--- src/rtl/wb_io_ports_if.sv ---
// Wishbone pipelined slave bus bundle for wb_io_ports (cyc/stb/we/adr/dat/ack/stall).
// AW must equal CHW+2 of the attached wb_io_ports (channel bits plus two bank bits).
// master drives request fields and sees ack/stall/dat_o; slave is the mirror image.
interface wb_io_ports_if #(
    parameter int AW = 4
);
    logic          cyc;
    logic          stb;
    logic          we;
    logic [AW-1:0] adr;
    logic [15:0]   dat_i;
    logic [15:0]   dat_o;
    logic          ack;
    logic          stall;

    modport master (
        output cyc, stb, we, adr, dat_i,
        input  dat_o, ack, stall
    );

    modport slave (
        input  cyc, stb, we, adr, dat_i,
        output dat_o, ack, stall
    );
endinterface

--- src/rtl/wb_io_ports.sv ---
// Wishbone-mapped I/O port block: output registers, synchronised inputs, change flags, IRQ mask.
// Latency: ack WAIT+1 cycles after accept (1 cycle when WAIT=0); io_out updates the cycle after accept.
// Backpressure: stall held high while a wait-stated access is in flight; one request outstanding max.
// Ports: clk_i, rst_i (sync, active high); wb (slave modport, adr = {bank, channel});
//        io_in_i (async inputs, N_CH*DW), io_out_o (registered outputs), irq_o (level interrupt).
// Optional change-detect / interrupt logic (banks 10 and 11) is built only with WB_IO_PORTS_IRQ_EN.
module wb_io_ports #(
    parameter int N_CH = 4,
    parameter int DW   = 16,
    parameter int WAIT = 0
) (
    input  logic                 clk_i,
    input  logic                 rst_i,
    wb_io_ports_if.slave         wb,
    input  logic [N_CH*DW-1:0]   io_in_i,
    output logic [N_CH*DW-1:0]   io_out_o,
    output logic                 irq_o
);
    localparam int             CHW   = (N_CH > 1) ? $clog2(N_CH) : 1;
    localparam logic [CHW:0]   NCH_V = (CHW+1)'(N_CH);

    typedef enum logic {IDLE, WAIT_ST} state_t;

    state_t                    state_q, state_d;
    logic [3:0]                cnt_q, cnt_d;
    logic                      ack_q, ack_d;
    logic [15:0]               dat_q, dat_d;
    logic [CHW+1:0]            adr_q;
    logic                      we_q;
    logic [N_CH-1:0][DW-1:0]   out_q, sync1_q, sync2_q;

    logic                      stall, accept, wr_en;
    logic [CHW-1:0]            req_ch, rd_ch;
    logic [1:0]                req_bank, rd_bank;
    logic                      req_ch_ok, rd_ch_ok;
    logic [CHW+1:0]            rd_adr;
    logic [15:0]               rd_data;

    assign stall     = (state_q == WAIT_ST);
    assign accept    = wb.cyc & wb.stb & ~stall;
    assign req_ch    = wb.adr[CHW-1:0];
    assign req_bank  = wb.adr[CHW+1:CHW];
    assign req_ch_ok = {1'b0, req_ch} < NCH_V;
    assign wr_en     = accept & wb.we & req_ch_ok;

    // Read data is taken at the ack edge: the live address for zero-wait accesses,
    // the captured address when the ack comes out of WAIT_ST.
    assign rd_adr   = stall ? adr_q : wb.adr;
    assign rd_ch    = rd_adr[CHW-1:0];
    assign rd_bank  = rd_adr[CHW+1:CHW];
    assign rd_ch_ok = {1'b0, rd_ch} < NCH_V;

`ifdef WB_IO_PORTS_IRQ_EN
    logic [N_CH-1:0][DW-1:0]   prev_q;
    logic [N_CH-1:0]           flag_q, mask_q, chg, clr;
    logic                      irq_q;

    always_comb begin
        chg = '0;
        for (int i = 0; i < N_CH; i++) begin
            chg[i] = |(sync2_q[i] ^ prev_q[i]);
        end
    end

    assign clr = (wr_en && req_bank == 2'b10) ? wb.dat_i[N_CH-1:0] : '0;

    always_ff @(posedge clk_i) begin
        if (rst_i) begin
            prev_q <= '0;
            flag_q <= '0;
            mask_q <= '0;
            irq_q  <= 1'b0;
        end else begin
            prev_q <= sync2_q;
            // A fresh change outranks a clear landing on the same edge.
            flag_q <= (flag_q & ~clr) | chg;
            if (wr_en && req_bank == 2'b11) begin
                mask_q <= wb.dat_i[N_CH-1:0];
            end
            irq_q  <= |(flag_q & mask_q);
        end
    end

    assign irq_o = irq_q;
`else
    assign irq_o = 1'b0;
`endif

    // Flag and mask banks return the whole per-channel bit vector; the channel
    // field only has to be in range for the access to take effect.
    always_comb begin
        rd_data = '0;
        if (rd_ch_ok) begin
            case (rd_bank)
                2'b00: rd_data[DW-1:0] = out_q[rd_ch];
                2'b01: rd_data[DW-1:0] = sync2_q[rd_ch];
`ifdef WB_IO_PORTS_IRQ_EN
                2'b10: rd_data[N_CH-1:0] = flag_q;
                2'b11: rd_data[N_CH-1:0] = mask_q;
`endif
                default: rd_data = '0;
            endcase
        end
    end

    always_comb begin
        state_d = state_q;
        cnt_d   = cnt_q;
        ack_d   = 1'b0;
        dat_d   = dat_q;
        case (state_q)
            IDLE: begin
                if (accept) begin
                    if (WAIT == 0) begin
                        ack_d = 1'b1;
                        if (!wb.we) dat_d = rd_data;
                    end else begin
                        state_d = WAIT_ST;
                        cnt_d   = 4'(WAIT);
                    end
                end
            end
            WAIT_ST: begin
                if (!wb.cyc) begin
                    // Master gave up: drop the access silently; any write already landed.
                    state_d = IDLE;
                    cnt_d   = '0;
                end else if (cnt_q == 4'd1) begin
                    state_d = IDLE;
                    cnt_d   = '0;
                    ack_d   = 1'b1;
                    if (!we_q) dat_d = rd_data;
                end else begin
                    cnt_d = cnt_q - 4'd1;
                end
            end
            default: state_d = IDLE;
        endcase
    end

    always_ff @(posedge clk_i) begin
        if (rst_i) begin
            state_q <= IDLE;
            cnt_q   <= '0;
            ack_q   <= 1'b0;
            dat_q   <= '0;
            adr_q   <= '0;
            we_q    <= 1'b0;
            out_q   <= '0;
            sync1_q <= '0;
            sync2_q <= '0;
        end else begin
            state_q <= state_d;
            cnt_q   <= cnt_d;
            ack_q   <= ack_d;
            dat_q   <= dat_d;
            if (accept) begin
                adr_q <= wb.adr;
                we_q  <= wb.we;
            end
            sync1_q <= io_in_i;
            sync2_q <= sync1_q;
            if (wr_en && req_bank == 2'b00) begin
                out_q[req_ch] <= wb.dat_i[DW-1:0];
            end
        end
    end

    assign wb.ack   = ack_q;
    assign wb.stall = stall;
    assign wb.dat_o = dat_q;
    assign io_out_o = out_q;
endmodule

--- src/flat_wrapper.sv ---
// flat-port wrapper written by rule: the top's interface ports become plain ports
module wb_io_ports_flat 
#(
    parameter int N_CH = 4,
    parameter int DW   = 16,
    parameter int WAIT = 0
)
  (clk_i, rst_i, io_in_i, io_out_o, irq_o, wb_cyc, wb_stb, wb_we, wb_adr, wb_dat_i, wb_dat_o, wb_ack, wb_stall);
  wb_io_ports_if #(.AW(4)) wb_i ();
  input  logic clk_i;
  input  logic rst_i;
  input  logic [N_CH*DW-1:0] io_in_i;
  output logic [N_CH*DW-1:0] io_out_o;
  output logic irq_o;
  input wire logic [$bits(wb_i.cyc)-1:0] wb_cyc;
  input wire logic [$bits(wb_i.stb)-1:0] wb_stb;
  input wire logic [$bits(wb_i.we)-1:0] wb_we;
  input wire logic [$bits(wb_i.adr)-1:0] wb_adr;
  input wire logic [$bits(wb_i.dat_i)-1:0] wb_dat_i;
  output wire logic [$bits(wb_i.dat_o)-1:0] wb_dat_o;
  output wire logic [$bits(wb_i.ack)-1:0] wb_ack;
  output wire logic [$bits(wb_i.stall)-1:0] wb_stall;
  assign wb_i.cyc = wb_cyc;
  assign wb_i.stb = wb_stb;
  assign wb_i.we = wb_we;
  assign wb_i.adr = wb_adr;
  assign wb_i.dat_i = wb_dat_i;
  assign wb_dat_o = wb_i.dat_o;
  assign wb_ack = wb_i.ack;
  assign wb_stall = wb_i.stall;
  wb_io_ports #(.N_CH(N_CH), .DW(DW), .WAIT(WAIT)) u_core (.clk_i(clk_i), .rst_i(rst_i), .wb(wb_i), .io_in_i(io_in_i), .io_out_o(io_out_o), .irq_o(irq_o));
endmodule
--- config.mk ---
export PLATFORM = sky130hd
export DESIGN_NAME = wb_io_ports_flat
export DESIGN_NICKNAME = d
export VERILOG_FILES = /design/src/rtl/wb_io_ports_if.sv /design/src/rtl/wb_io_ports.sv /design/src/flat_wrapper.sv
export SDC_FILE = /design/constraint.sdc
export NUM_CORES = 1
export LEC_CHECK = 0
export CAP_MARGIN = 20
export CORE_ASPECT_RATIO = 1.5
export CORE_MARGIN = 5
export CORE_UTILIZATION = 51
export CTS_CLUSTER_SIZE = 40
export DETAILED_ROUTE_END_ITERATION = 8
export PLACE_DENSITY = 0.8
export SYNTH_ARGS = -nofsm -noshare
export SYNTH_HDL_FRONTEND = slang
export SYNTH_SLANG_ARGS = --single-unit
--- constraint.sdc ---
create_clock -name clk_i -period 2.5 [get_ports clk_i]
set_clock_uncertainty 0.1 [all_clocks]
set_input_delay 0.5 -clock clk_i [delete_from_list [all_inputs] [get_ports clk_i]]
set_output_delay 0.5 -clock clk_i [all_outputs]
set_load 0.01 [all_outputs]
# [Word level (Yosys, flattened, before mapping)]
# Index checks and enable logic that the tools add are counted.
[word_totals] reg_bits=219 out_inout_bits=83
[classes] magnitude_cmp=3 n_mux=25 n_reduce_logical=5 bitwise=4 n_eq_ne=7 add_sub_neg=1
[op_table] cell="$mux W16" n=8
[op_table] cell="$bmux W16 S2" n=2
[op_table] cell="$bwmux W64" n=1
[op_table] cell="$pmux W16 S2" n=2
[op_table] cell="$demux W16 S2" n=1
[op_table] cell="$mux W4" n=4
[op_table] cell="$ne A2 B2 Y1 const B" n=4
[op_table] cell="$lt A2 B3 Y1 const B" n=2
[op_table] cell="$mux W1" n=5
[op_table] cell="$reduce_and A5 Y1" n=1
[op_table] cell="$eq A4 B1 Y1 const B" n=1
[op_table] cell="$logic_not A2 Y1" n=2
[op_table] cell="$pmux W1 S2" n=2
[op_table] cell="$sub A4 B1 Y4 const B" n=1
[op_table] cell="$and A1 B1 Y1" n=3
[op_table] cell="$eq A2 B1 Y1 const B" n=1
[op_table] cell="$ge A2 B1 Y1 const B" n=1
[op_table] cell="$logic_and A1 B1 Y1" n=2
[op_table] cell="$ne A2 B1 Y1 const B" n=1
[op_table] cell="$not A1 Y1" n=1

# [Logic depth before layout (Yosys ltp)]
[logic_depth] ltp_word=8 ltp_mapped=8

# [Worst setup path after synthesis]
# No wires, ideal clock.
[synth_path] path_kind="input -> register" from="in wb_adr[0]" to="reg u_core.dat_q[2], in the netlist u_core.wb.dat_o[2]" arrival_time_ns=1.739 setup_slack_ns=0.531 path_stages=6 cell_sequence="buf_6 > mux2_4 > buf_6 > mux4_2 > a22oi_1 > o32ai_1"
[synth_between] elab_chain_len=8
[synth_lines] item="from (decl)" line="flat_wrapper.sv:18" source="input wire logic [$bits(wb_i.adr)-1:0] wb_adr;"
[synth_lines] item="$mux W4 *" line="wb_io_ports.sv:48" source="assign rd_adr = stall ? adr_q : wb.adr;"
[synth_lines] item="$bmux W16 S2 (on tied branches)" line="wb_io_ports.sv:96, wb_io_ports.sv:95"
[synth_lines] item="$mux W16 (on tied branches)" line="wb_io_ports.sv:96, wb_io_ports.sv:95"
[synth_lines] item="$pmux W16 S2 *" line="wb_io_ports.sv:94" source="case (rd_bank)"
[synth_lines] item="$mux W16" line="wb_io_ports.sv:132" source="if (!we_q) dat_d = rd_data;"
[synth_lines] item="$mux W16" line="wb_io_ports.sv:128" source="end else if (cnt_q == 4'd1) begin"
[synth_lines] item="$mux W16" line="wb_io_ports.sv:124" source="if (!wb.cyc) begin"
[synth_lines] item="$pmux W16 S2 *" line="wb_io_ports.sv:111" source="case (state_q)"
[synth_lines] item="to (signal assigned)" line="wb_io_ports.sv:156" source="dat_q <= dat_d;"
[synth_lines] item="to (decl)" line="wb_io_ports.sv:27" source="logic [15:0] dat_q, dat_d;"
# Every way passes the cells marked *; elsewhere a longest branch is shown, timed or not. The select of a mux whose other input is x is not followed.
# A chain may end at the register's enable or synchronous reset.

# [Final worst setup path]
[layout_path] from="reg u_core.state_q, in the netlist u_core.wb.stall" to="out wb_stall"
[layout_lines] item="from (decl)" line="wb_io_ports.sv:24" source="state_t state_q, state_d;"
[layout_lines] item="from (signal assigned)" line="wb_io_ports.sv:153" source="state_q <= state_d;"
[layout_lines] item="to (decl)" line="flat_wrapper.sv:22" source="output wire logic [$bits(wb_i.stall)-1:0] wb_stall;"
# No word-level cell between the ends.

==> reports/results.txt <==
Initial drt markers -> 509
Initial Util -> 51.7%
Worst slack at placement -> -0.101 ns
Critical path startpoint category -> flop
Worst Setup End Kind -> primary output
Flops & latches, synth -> 219
Status -> completed
Peak supply drop -> 0.000470 V
Number of synthesized flops with an enable pin -> 0
CTS tree -> yes
FF-to-FF setup slack -> 0.36 ns
Critical path's top delay family -> buffers and inverters
# rows -> 57
Post-route non-filler standard cell count -> 1231
Core box area -> 16100 um^2
Final Net Count -> 1102
Max-slew violation count -> 0
CP Cell Sequence -> buf_4, clkdlybuf4s50_1
Tmin final -> 2.37 ns
Max-slew headroom -> 53.8%
Hold depth -> 2
Unrepaired setup endpoints after global routing -> false
Final HPWL DP -> 14.9 mm
CP arrival -> 1.77 ns
Synth top area share -> 52.6%
Pin count of the biggest net entering global routing -> 166
Final ANT Viol Nets -> 0
Vias -> 6555
I/O pins -> 172
Critical-path maximum fanout -> 15
Power Internal -> 5.83 mW
Synth area leader -> dfxtp_1
Post-CTS setup buffer count -> 0
Net Switching -> 1.58 mW
Final Wtd Congestion -> 0.937
Synth top area cells -> dfxtp_1, nor2b_1, mux2i_1
Critical path buffer and inverter count -> 2
RR Startpoint -> u_core.wb.stall
Worst min path class -> input port to flop
Final WL -> 20.5 mm
Setup WS post-layout -> 0.133 ns
Clk buf depth -> 3
1st-pass router iterations -> 6
Final setup viols -> 0
Placed instance area -> 10400 um^2
CTS Buf Count -> 20
Synth unique cells -> 57
Most common cell after layout, fill and taps aside -> dfxtp_1
Layout cells sized above 1 -> 9.66%
Endpoints failing hold -> 0
Wire per inst -> 16.7 um
Synth warn -> 0
Syn_nets -> 928
Slew @ Worst Pin -> 0.693 ns
Layout Area Growth over Synthesis -> 33.4%
Max-cap check violation count -> 0
Vias per cell -> 5.32
PD cells -> 666 nW/um^2
Leak -> 4.46 nW
Final instance area -> 11100 um^2
CTS Sinks -> 219
Die area -> 19100 um^2
Syn Area/Cell -> 9.96 um^2
Fmax -> 0.422 GHz
Hold EP -> u_core.cnt_q[0]
Vias in the first global route -> 6285
Slowest CP cell -> clkdlybuf4s50_1
Antenna diodes -> 0
Crit-path max cell delay -> 0.56 ns
Setup TNS Final -> 0 ns
Reg clk slew, reported paths -> 0.07 ns
Seq/Total Area, Yosys -> 52.6%
Worst Path Required -> 1.90 ns
Cells after DPL -> 1195
H-tree levels -> 1
Hold path start -> rst_i
Reg2reg path depth -> 7
Comb power frac -> 7.6%
GRT overflow -> 0
Clk pwr share -> 43.2%
Crit Path Category -> flop to primary output
Overall routing resource usage -> 21.2%
Most used DFF post-synth -> dfxtp_1
Sw frac -> 21.4%
Die width -> 114 um
DRC -> 0
Reg2reg end -> u_core.wb.dat_o[4]
Total power -> 7.41 mW
Mapped Area -> 8330 um^2
Global-route wire length before repair -> 32.8 mm
Die height -> 167 um
Number of port buffers -> 170
Final period util -> 94.7%
Initial antenna violation count -> 0
Clk_lat worst skew -> 0.51 ns
Root buffer cell -> clkbuf_16
Gate Count Post-Synth -> 837
Most frequent cells in the layout -> dfxtp_1, clkdlybuf4s50_1, nor2b_1
Synth async-reset ratio -> 0%
Sequential share of power -> 49.2%
==> timing repair <==
action	4_1_cts	5_1_grt
gates resized for setup	1	0
endpoints found under the setup margin	1	0
hold buffers	0	0
==> Yosys cell counts, types with 2 or more instances <==
master / n
o221ai_1: 5
clkbuf_1: 28
nor2b_1: 134
mux2i_1: 67
o21ai_0: 29
nand3_2: 2
nand3_1: 14
o311ai_0: 7
buf_2: 14
o22a_1: 5
nand2_2: 2
a21oi_1: 27
o211ai_1: 7
nor3_1: 2
o311ai_1: 3
mux4_1: 4
a22o_1: 3
a21o_1: 2
o22ai_1: 6
nand2b_1: 4
ha_1: 2
a311oi_1: 10
a221oi_1: 3
nand2_1: 58
nor2_1: 113
inv_1: 11
buf_6: 3
buf_1: 5
dfxtp_1: 219
buf_4: 7
o21a_1: 5
mux4_2: 7
o2111ai_1: 5
==> worst max path at each step <==
stage	start	endpoint	cells past startpoint	slack (ns)
3_3_place_gp	wb_adr[1]	u_core.wb.dat_o[15]	6	-0.04
2_1_floorplan	wb_adr[0]	u_core.wb.dat_o[2]	6	0.53
4_1_cts	u_core.wb.stall	wb_stall	2	0.13
5_1_grt	u_core.wb.stall	wb_stall	2	0.08
3_5_place_dp	wb_adr[0]	u_core.wb.dat_o[15]	7	-0.10
6_report	u_core.wb.stall	wb_stall	2	0.13
==> per-stage QoR <==
| stage | utilization (%) | hold slack [ns] |
|---|---|---|
| finish | 69.0 | 0.291 |
| CTS | 69.0 | 0.284 |
| global route | 69.0 | 0.305 |
| floorplan | - | 0.314 |
| detailed placement | 64.6 | 0.320 |
| global placement | 64.6 | 0.319 |
==> layer usage <==
metal	vias to the layer above	GRT usage [%]	wire length, um
li1	3187	-	-
met1	3046	25.5	7860
met2	279	38.1	10700
met3	43	3.23	1490
met4	0	6.77	517
met5	-	0	0
==> final cells by class <==
| cell class | count | area (um^2) |
|---|---|---|
| multi-input cells | 548 | 3630 |
| fillers | 1259 | 5000 |
| repair buffers | 210 | 2090 |
| inverters | 12 | 45.0 |
| clock inverters | 9 | 141 |
| well taps | 206 | 258 |
| flip-flops and latches | 219 | 4390 |
| clock buffers | 27 | 567 |
==> state kept, by name, summed over array words and instances, names as in the netlist <==
register	cells
u_core.sync1_q	64
u_core.sync2_q	64
u_core.wb.dat_o	16
u_core.wb.stall	1
u_core.we_q	1
u_core.adr_q	4
u_core.wb.ack	1
u_core.io_out_o	64
u_core.cnt_q	4
==> power groups by stage <==
stage / Sequential, mW / Clock [mW] / Combinational (mW)
2_1_floorplan: 3.71 / 0 / 0.289
3_3_place_gp: 3.72 / 0 / 0.559
3_5_place_dp: 3.72 / 0 / 0.565
4_1_cts: 3.64 / 3.26 / 0.568
5_1_grt: 3.65 / 3.42 / 0.612
6_report: 3.64 / 3.20 / 0.565
==> logic make-up after synthesis <==
kind of cell    Yosys count  synth area share, %
other cells               1               0.0450
compound gates          124                 10.4
fa+ha+maj                 2                0.300
simple gates            340                 21.0
flops                   219                 52.6
mux                      81                 11.7
buf+inv                  70                 3.96
==> worst reg2reg max path: stages (launching register included) <==
cell and delay [ns]:
dfxtp_2 0.48, buf_4 0.25, and3b_1 0.20, a21oi_1 0.09, nor4b_4 0.38, o311ai_0 0.25
buf_4 0.19, o311ai_0 0.09
(Power assumes the default switching activity.)
